`src/rtl/exe_hazard_if.sv`:
```
// Handshake bundle between the EXE-stage hazard controller and the pipeline registers.
// The controller uses the slave modport; the pipeline or its driver uses the master modport.
interface exe_hazard_if #(
    parameter int REG_BITS = 4,
    parameter int CNT_BITS = 16
);
    logic                id_valid;
    logic [REG_BITS-1:0] id_src1;
    logic [REG_BITS-1:0] id_src2;
    logic                id_two_src;
    logic                exe_wb_en;
    logic [REG_BITS-1:0] exe_dest;
    logic                exe_mem_r_en;
    logic [REG_BITS-1:0] exe_src1;
    logic [REG_BITS-1:0] exe_src2;
    logic                mem_wb_en;
    logic [REG_BITS-1:0] mem_dest;
    logic                mem_access;
    logic                mem_ready;
    logic                wb_wb_en;
    logic [REG_BITS-1:0] wb_dest;
    logic                branch_taken;
    logic                hazard_stall;
    logic                flush;
    logic                freeze;
    logic [1:0]          fwd_sel_a;
    logic [1:0]          fwd_sel_b;
    logic                mem_err;
    logic [CNT_BITS-1:0] stall_cnt;

    modport master (
        output id_valid, id_src1, id_src2, id_two_src,
        output exe_wb_en, exe_dest, exe_mem_r_en, exe_src1, exe_src2,
        output mem_wb_en, mem_dest, mem_access, mem_ready,
        output wb_wb_en, wb_dest, branch_taken,
        input  hazard_stall, flush, freeze, fwd_sel_a, fwd_sel_b, mem_err, stall_cnt
    );

    modport slave (
        input  id_valid, id_src1, id_src2, id_two_src,
        input  exe_wb_en, exe_dest, exe_mem_r_en, exe_src1, exe_src2,
        input  mem_wb_en, mem_dest, mem_access, mem_ready,
        input  wb_wb_en, wb_dest, branch_taken,
        output hazard_stall, flush, freeze, fwd_sel_a, fwd_sel_b, mem_err, stall_cnt
    );
endinterface

```
`src/rtl/exe_hazard_ctrl.sv`:
```
// EXE-stage pipeline sequencer: RAW stall, branch flush, SRAM freeze with timeout.
// Define HAZARD_FWD_EN to enable operand forwarding (load-use stalls only).
module exe_hazard_ctrl #(
    parameter int REG_BITS    = 4,
    parameter int MEM_TIMEOUT = 64,
    parameter int CNT_BITS    = 16
) (
    input logic          clk,
    input logic          rst,
    exe_hazard_if.slave  bus
);
    localparam int WAIT_W = (MEM_TIMEOUT > 2) ? $clog2(MEM_TIMEOUT) : 1;

    typedef enum logic {RUN, MEM_WAIT} state_e;

    state_e              state_q, state_d;
    logic [WAIT_W-1:0]   wait_cnt_q, wait_cnt_d;
    logic                mem_err_q, mem_err_d;
    logic [CNT_BITS-1:0] stall_cnt_q, stall_cnt_d;
    logic                timeout_hit;
    logic                raw;
    logic                freeze, flush, hazard_stall;

    function automatic logic hit(input logic vld, input logic two,
                                 input logic [REG_BITS-1:0] s1, input logic [REG_BITS-1:0] s2,
                                 input logic [REG_BITS-1:0] x);
        return vld && ((s1 == x) || (two && (s2 == x)));
    endfunction

`ifdef HAZARD_FWD_EN
    function automatic logic [1:0] fwd_sel(input logic [REG_BITS-1:0] src);
        if (bus.mem_wb_en && (bus.mem_dest == src))
            return 2'd1;
        else if (bus.wb_wb_en && (bus.wb_dest == src))
            return 2'd2;
        return 2'd0;
    endfunction

    // Forwarding covers everything except a load whose data is not yet fetched.
    assign raw = bus.exe_wb_en && bus.exe_mem_r_en &&
                 hit(bus.id_valid, bus.id_two_src, bus.id_src1, bus.id_src2, bus.exe_dest);
    assign bus.fwd_sel_a = rst ? fwd_sel(bus.exe_src1) : 2'd0;
    assign bus.fwd_sel_b = rst ? fwd_sel(bus.exe_src2) : 2'd0;
`else
    logic unused_fwd;
    assign unused_fwd = ^{bus.exe_mem_r_en, bus.exe_src1, bus.exe_src2, bus.wb_wb_en, bus.wb_dest};
    assign raw = (bus.exe_wb_en &&
                  hit(bus.id_valid, bus.id_two_src, bus.id_src1, bus.id_src2, bus.exe_dest)) ||
                 (bus.mem_wb_en &&
                  hit(bus.id_valid, bus.id_two_src, bus.id_src1, bus.id_src2, bus.mem_dest));
    assign bus.fwd_sel_a = 2'd0;
    assign bus.fwd_sel_b = 2'd0;
`endif

    always_comb begin
        state_d     = state_q;
        wait_cnt_d  = wait_cnt_q;
        mem_err_d   = mem_err_q;
        stall_cnt_d = stall_cnt_q;
        timeout_hit = (wait_cnt_q == WAIT_W'(MEM_TIMEOUT - 1));
        // Outputs are gated by rst so an asserted reset silences them without waiting for a clock.
        freeze       = rst && bus.mem_access && !bus.mem_ready &&
                       !((state_q == MEM_WAIT) && timeout_hit);
        flush        = rst && bus.branch_taken && !freeze;
        hazard_stall = rst && raw && !freeze && !flush;

        unique case (state_q)
            RUN: begin
                if (bus.mem_access && !bus.mem_ready) begin
                    state_d    = MEM_WAIT;
                    wait_cnt_d = '0;
                end
            end
            MEM_WAIT: begin
                if (bus.mem_ready) begin
                    state_d = RUN;
                end else if (timeout_hit) begin
                    state_d   = RUN;
                    mem_err_d = 1'b1;
                end else begin
                    wait_cnt_d = wait_cnt_q + 1'b1;
                end
            end
            default: state_d = RUN;
        endcase

        if ((hazard_stall || freeze) && (stall_cnt_q != '1))
            stall_cnt_d = stall_cnt_q + 1'b1;
    end

    always_ff @(posedge clk or negedge rst) begin
        if (!rst) begin
            state_q     <= RUN;
            wait_cnt_q  <= '0;
            mem_err_q   <= 1'b0;
            stall_cnt_q <= '0;
        end else begin
            state_q     <= state_d;
            wait_cnt_q  <= wait_cnt_d;
            mem_err_q   <= mem_err_d;
            stall_cnt_q <= stall_cnt_d;
        end
    end

    assign bus.freeze       = freeze;
    assign bus.flush        = flush;
    assign bus.hazard_stall = hazard_stall;
    assign bus.mem_err      = mem_err_q;
    assign bus.stall_cnt    = stall_cnt_q;
endmodule

```
`src/flat_wrapper.sv`:
```
// flat-port wrapper written by rule: the top's interface ports become plain ports
module exe_hazard_ctrl_flat 
#(
    parameter int REG_BITS    = 4,
    parameter int MEM_TIMEOUT = 64,
    parameter int CNT_BITS    = 16
)
  (clk, rst, bus_id_valid, bus_id_src1, bus_id_src2, bus_id_two_src, bus_exe_wb_en, bus_exe_dest, bus_exe_mem_r_en, bus_exe_src1, bus_exe_src2, bus_mem_wb_en, bus_mem_dest, bus_mem_access, bus_mem_ready, bus_wb_wb_en, bus_wb_dest, bus_branch_taken, bus_hazard_stall, bus_flush, bus_freeze, bus_fwd_sel_a, bus_fwd_sel_b, bus_mem_err, bus_stall_cnt);
  exe_hazard_if #(.REG_BITS(REG_BITS), .CNT_BITS(CNT_BITS)) bus_i ();
  input logic clk;
  input logic rst;
  input wire logic [$bits(bus_i.id_valid)-1:0] bus_id_valid;
  input wire logic [$bits(bus_i.id_src1)-1:0] bus_id_src1;
  input wire logic [$bits(bus_i.id_src2)-1:0] bus_id_src2;
  input wire logic [$bits(bus_i.id_two_src)-1:0] bus_id_two_src;
  input wire logic [$bits(bus_i.exe_wb_en)-1:0] bus_exe_wb_en;
  input wire logic [$bits(bus_i.exe_dest)-1:0] bus_exe_dest;
  input wire logic [$bits(bus_i.exe_mem_r_en)-1:0] bus_exe_mem_r_en;
  input wire logic [$bits(bus_i.exe_src1)-1:0] bus_exe_src1;
  input wire logic [$bits(bus_i.exe_src2)-1:0] bus_exe_src2;
  input wire logic [$bits(bus_i.mem_wb_en)-1:0] bus_mem_wb_en;
  input wire logic [$bits(bus_i.mem_dest)-1:0] bus_mem_dest;
  input wire logic [$bits(bus_i.mem_access)-1:0] bus_mem_access;
  input wire logic [$bits(bus_i.mem_ready)-1:0] bus_mem_ready;
  input wire logic [$bits(bus_i.wb_wb_en)-1:0] bus_wb_wb_en;
  input wire logic [$bits(bus_i.wb_dest)-1:0] bus_wb_dest;
  input wire logic [$bits(bus_i.branch_taken)-1:0] bus_branch_taken;
  output wire logic [$bits(bus_i.hazard_stall)-1:0] bus_hazard_stall;
  output wire logic [$bits(bus_i.flush)-1:0] bus_flush;
  output wire logic [$bits(bus_i.freeze)-1:0] bus_freeze;
  output wire logic [$bits(bus_i.fwd_sel_a)-1:0] bus_fwd_sel_a;
  output wire logic [$bits(bus_i.fwd_sel_b)-1:0] bus_fwd_sel_b;
  output wire logic [$bits(bus_i.mem_err)-1:0] bus_mem_err;
  output wire logic [$bits(bus_i.stall_cnt)-1:0] bus_stall_cnt;
  assign bus_i.id_valid = bus_id_valid;
  assign bus_i.id_src1 = bus_id_src1;
  assign bus_i.id_src2 = bus_id_src2;
  assign bus_i.id_two_src = bus_id_two_src;
  assign bus_i.exe_wb_en = bus_exe_wb_en;
  assign bus_i.exe_dest = bus_exe_dest;
  assign bus_i.exe_mem_r_en = bus_exe_mem_r_en;
  assign bus_i.exe_src1 = bus_exe_src1;
  assign bus_i.exe_src2 = bus_exe_src2;
  assign bus_i.mem_wb_en = bus_mem_wb_en;
  assign bus_i.mem_dest = bus_mem_dest;
  assign bus_i.mem_access = bus_mem_access;
  assign bus_i.mem_ready = bus_mem_ready;
  assign bus_i.wb_wb_en = bus_wb_wb_en;
  assign bus_i.wb_dest = bus_wb_dest;
  assign bus_i.branch_taken = bus_branch_taken;
  assign bus_hazard_stall = bus_i.hazard_stall;
  assign bus_flush = bus_i.flush;
  assign bus_freeze = bus_i.freeze;
  assign bus_fwd_sel_a = bus_i.fwd_sel_a;
  assign bus_fwd_sel_b = bus_i.fwd_sel_b;
  assign bus_mem_err = bus_i.mem_err;
  assign bus_stall_cnt = bus_i.stall_cnt;
  exe_hazard_ctrl #(.REG_BITS(REG_BITS), .MEM_TIMEOUT(MEM_TIMEOUT), .CNT_BITS(CNT_BITS)) u_core (.clk(clk), .rst(rst), .bus(bus_i));
endmodule
```
`config.mk`:
```
export PLATFORM = sky130hd
export DESIGN_NAME = exe_hazard_ctrl_flat
export DESIGN_NICKNAME = d
export VERILOG_FILES = /design/src/rtl/exe_hazard_if.sv /design/src/rtl/exe_hazard_ctrl.sv /design/src/flat_wrapper.sv
export SDC_FILE = /design/constraint.sdc
export NUM_CORES = 1
export LEC_CHECK = 0
export BUFFER_PORTS_ARGS = -buffer_cell sky130_fd_sc_hd__buf_2
export CORE_ASPECT_RATIO = 0.8
export CORE_MARGIN = 3
export CORE_UTILIZATION = 47
export DETAILED_ROUTE_END_ITERATION = 7
export PLACE_DENSITY_LB_ADDON = 0.25
export RECOVER_POWER = 25
export SETUP_SLACK_MARGIN = 0.1
export SYNTH_ARGS = -nofsm -noshare
export SYNTH_HDL_FRONTEND = slang
export SYNTH_SLANG_ARGS = --single-unit
```
`constraint.sdc`:
```
create_clock -name clk -period 2.63 [get_ports clk]
set_input_delay 0.1315 -clock clk [delete_from_list [all_inputs] [get_ports clk]]
set_output_delay 0.1315 -clock clk [all_outputs]
set_load 0.02 [all_outputs]
```
Word level (Yosys, flattened, before mapping)
Cells that the tools add are included.

Output and inout port bits: 24. Input bits: 39. Register bits after elaboration: 24. Word-level logic and storage cells: 52.

Bitwise logic cells: 2. Eq/ne operators: 9. Reductions and logical operators: 27. Mux-type cells: 8. Add/sub/neg operators: 2.

Operator list (number): $mux 6 (3); $logic_and 1x1->1 (17); $add 16x1->16 const B (1); $eq 4x4->1 (4); $ne 16x16->1 const B (1); $pmux 6 s2 (1); $add 6x1->6 const B (1); $eq 6x6->1 const B (1); $reduce_and 3->1 (2); $logic_not 1->1 (4); $logic_or 1x1->1 (4); $ne 2x2->1 const B (2); $mux 1 (3); $ne 2x1->1 const B (1); $not 1->1 (2); $pmux 1 s2 (1).

Logic depth before layout (Yosys ltp)
Depth after elaboration: 11. Gate-level depth with buffers: 9. Depth with buffers taken out: 8.

Worst setup path after synthesis
Ideal clock, no wire load.

Path kind: register to register. From: reg u_core.stall_cnt_q[6], in the netlist u_core.bus.stall_cnt[6]. To: reg u_core.stall_cnt_q[11], in the netlist u_core.bus.stall_cnt[11]. Required time: 2.500 ns. Setup slack: 0.794 ns. Cell stages (with the launch flop): 9. Setup time: 0.130 ns. Data arrival time: 1.705 ns. Buffers on the path: 1. Cells stage by stage: dfrtp_1 and4_1 and4_1 nand2b_1 nor2_1 a21oi_2 buf_6 nand4_2 xnor2_1.

Cells in the longest elaborated chain, start to end: 2. Elaborated cells on any way between the ends: 3. Classes of those cells: 1 x add/sub; 1 x eq/ne; 1 x reduce/logical.

Ends and longest elaborated chain: start: declaration (line exe_hazard_ctrl.sv:19) `logic [CNT_BITS-1:0] stall_cnt_q, stall_cnt_d;`; start signal: assignment (line exe_hazard_ctrl.sv:101) `stall_cnt_q <= stall_cnt_d;`; branches (longest 2 deep; another with $add 16x1->16).

Several ways; the timed one is not identified. A chain may end at the register's enable or synchronous reset.

Worst setup path in the final report
From: reg u_core.wait_cnt_q[1]. To: reg u_core.stall_cnt_q[1], in the netlist u_core.bus.stall_cnt[1].

Cells in the longest elaborated chain, start to end: 10. Elaborated cells on any way between the ends: 11. Classes of those cells: 1 x eq/ne; 10 x reduce/logical.

Ends and longest elaborated chain: start: declaration (line exe_hazard_ctrl.sv:17) `logic [WAIT_W-1:0] wait_cnt_q, wait_cnt_d;`; start signal: assignment (line exe_hazard_ctrl.sv:99) `wait_cnt_q <= wait_cnt_d;`; $eq 6x6->1 * (line exe_hazard_ctrl.sv:60) `timeout_hit = (wait_cnt_q == WAIT_W'(MEM_TIMEOUT - 1));`; $logic_and 1x1->1 * (line exe_hazard_ctrl.sv:63) `!((state_q == MEM_WAIT) && timeout_hit);`; $logic_not 1->1 * (line exe_hazard_ctrl.sv:63); $logic_and 1x1->1 * (line exe_hazard_ctrl.sv:62) `freeze = rst && bus.mem_access && !bus.mem_ready &&`; $logic_not 1->1 (line exe_hazard_ctrl.sv:64, exe_hazard_ctrl.sv:65); $logic_and 1x1->1 (line exe_hazard_ctrl.sv:64) `flush = rst && bus.branch_taken && !freeze;`; $logic_not 1->1 (line exe_hazard_ctrl.sv:65) `hazard_stall = rst && raw && !freeze && !flush;`; $logic_and 1x1->1 (line exe_hazard_ctrl.sv:65); $logic_or 1x1->1 * (line exe_hazard_ctrl.sv:87) `if ((hazard_stall || freeze) && (stall_cnt_q != '1))`; $logic_and 1x1->1 * (line exe_hazard_ctrl.sv:87).

Every way passes the cells marked *; elsewhere a longest branch is shown, timed or not.

==> results.cfg <==
[global_routing]
overflow = 0
grt_max_degree = 24
antenna_found_initial = 0
grt_pass1_wl_um = 5950
track_usage_pct = 19.9
first_global_vias = 1252

[placed_design]
place.gp.congestion = 0.834
hpwl_um = 2630
placed_cell_area_um2 = 1720
io_buffers = 44
pre_cts_ws_ns = 0.356

[critical_path]
crit_chain = ha_1, nand3_1, o21ai_0, and4b_1, o31ai_2, a21oi_4, mux2_2
critPathMaxStageDelay_ns = 0.40
cp.required_ns = 2.78
criticalPathCategory = register to register
r2r_slack_ns = 0.45
reg2reg_from = u_core.wait_cnt_q[1]
start_kind = register
setup.worst_path.start = u_core.wait_cnt_q[1]
cp-end-kind = register
crit_path_top_delay_cell = dfrtp_1
path_buf_inv = 0
crit_family = compound AO/OA/AOI/OAI gates
cp_max_fo = 11
arrival_ns = 2.33

[timing]
rsz0062_at_grt = false
fin_worst_skew_ns = 0.00763
slew-limit-headroom_pct = 18.9
setup_viol = 0
timing.fmax_mhz = 458
finalCriticalPeriod_ns = 2.18
postLayoutSetupSlackWorst_ns = 0.447
min_period_over_period_pct = 83.0
tightest_slew_ns = 1.22
drv_slew = 0
final-hold-violation-count = 0
fin_tns_setup_ns = 0

[power]
vdd_drop_max_mv = 0.525
power_density_nw_per_um2 = 589
leakagePower_nw = 0.884
switchingPower_mw = 0.320
power.share.clock_pct = 30.0
seq_power_share_pct = 45.3
pwr-share-comb_pct = 24.7
p_total_mw = 1.06
sw_frac_of_total_pct = 30.2
p_int_mw = 0.741

[logic_synthesis]
netlist_instances = 149
synth.distinct_cells = 45
yosys.area.top_type = dfrtp_1
synthArstFlopShare_pct = 100
synth_edf_count = 0
ys_seq_elements = 24
seq_area_frac_synth_pct = 40.8
avgSynthCellArea_um2 = 9.88
synthTopCellsByArea = dfrtp_1 (41%), xnor2_1 (11%), nand2_1 (4.3%)
synth_top_flop_cell = dfrtp_1
synth_top_area_share_pct = 40.8
synth-warning-count = 0
syn_area_um2 = 1470

[clock_network]
cts_max_path_buffers = 2
htreeDepth = 1
clk_pin_slew_ns = 0.09
numClockSinks = 24
post_cts_buffers = 0
cts_tree = built
clockRootBuffer = clkbuf_8
clk_latency_ns = 0.27
cts_buffers = 3

[detailed_routing]
antenna_left = 0
vias_per_cell = 5.61
num_vias = 1312
post_drt_wl_per_cell_um = 14.5
drt_first_pass_iters = 5
drtIter0Drc = 55
route.detailed.drc = 0
totalWireLength_um = 3400

[layout]
nets = 238
n_antenna_cell = 0
layout_commonest_cell = buf_2
layout-drive-gt1-share_pct = 30.1
syn2layout_area_growth_pct = 22.4
final_area_um2 = 1800
fillers = 236
final_cell_mix = buf_2 (43), dfrtp_1 (24), xnor2_1 (19)

[floorplanning]
die_h_um = 56.0
fp.dieW_um = 68.6
start_util_pct = 51.2
coreArea_um2 = 2870
die_area_um2 = 3840
pin_count = 63
rows = 17

[status]
status = finished, final reports clean

[min_path]
hold_path_class = input pin to register
holdCritStartpoint = bus_mem_ready

[job]
maxCapViolCount = 0
-- kinds of logic (layout without fill, tap and decap cells) --
kind of cell / count (synthesis) / in the layout / synth area share [%]
DFF: 24 / 24 / 40.8
adders and majority gates: 2 / 2 / 1.70
AOI/OAI and AO/OA: 28 / 28 / 15.1
other: 1 / 4 / 0.255
muxes: 3 / 3 / 2.55
buffers and inverters: 12 / 56 / 4.59
and+or+nand+nor: 57 / 57 / 21.9
xor gates and xnor gates: 22 / 22 / 13.1
-- stage by stage --
step           std cells  utilization (%)  hold WS, ns
3_5_place_dp         229             59.8      -0.0620
3_3_place_gp         229             59.8      -0.0600
2_1_floorplan        152                -       -0.164
6_report             234             62.7        0.175
5_1_grt              234             62.7        0.171
4_1_cts              234             62.6        0.175
-- state kept, by name, summed over array words and instances, names as in the netlist --
name                  count
u_core.bus.mem_err        1
u_core.bus.stall_cnt     16
u_core.state_q            1
u_core.wait_cnt_q         6
-- per-layer routing --
metal / wire length, µm / global-route usage [%]
met5: 0 / 0
met2: 1640 / 30.5
met4: 21 / 2.27
met3: 175 / 5.45
met1: 1570 / 28.7
-- worst paths after layout --
check,end,cells past startpoint
worst min-delay path,u_core.bus.mem_err,2
max in group asynchronous,u_core.bus.stall_cnt[3],3
worst max-delay path,u_core.bus.stall_cnt[1],7
worst min register to register,u_core.bus.mem_err,1
min in group asynchronous,u_core.wait_cnt_q[2],2
worst max register to register,u_core.bus.stall_cnt[1],7
-- cell usage after synthesis, types with 3 or more instances --
library cell	number
dfrtp_1	24
xnor2_1	19
nand2_1	17
nand3_1	12
and3_1	6
inv_1	5
a22o_1	4
buf_4	4
a31oi_1	3
nor2_1	3
nor3_1	3
o22ai_1	3
xor2_1	3
-- power by group through the flow --
stage | Clock (mW) | Sequential (mW) | Combinational [mW]
final | 0.318 | 0.480 | 0.263
after floorplan | 0 | 0.521 | 0.130
after global routing | 0.347 | 0.493 | 0.288
after detailed placement | 0 | 0.486 | 0.262
after CTS | 0.324 | 0.480 | 0.265
after global placement | 0 | 0.481 | 0.256
-- layout make-up --
cell class	instances	area, µm²	share of cell area [%]
clock inverter	1	30.0	1.67
multi-input combinational	116	822	45.7
timing repair buffer	47	240	13.3
sequential	24	601	33.4
clock buffer	3	41.3	2.29
inverter	5	18.8	1.04
tap	38	47.5	2.64
-- timing repair --
item,CTS,global route
hold buffers,1,0
resized for setup,0,1
endpoints found under the hold margin,24,0
setup endpoints to repair,0,4
Power figures use the tool's default switching activity.
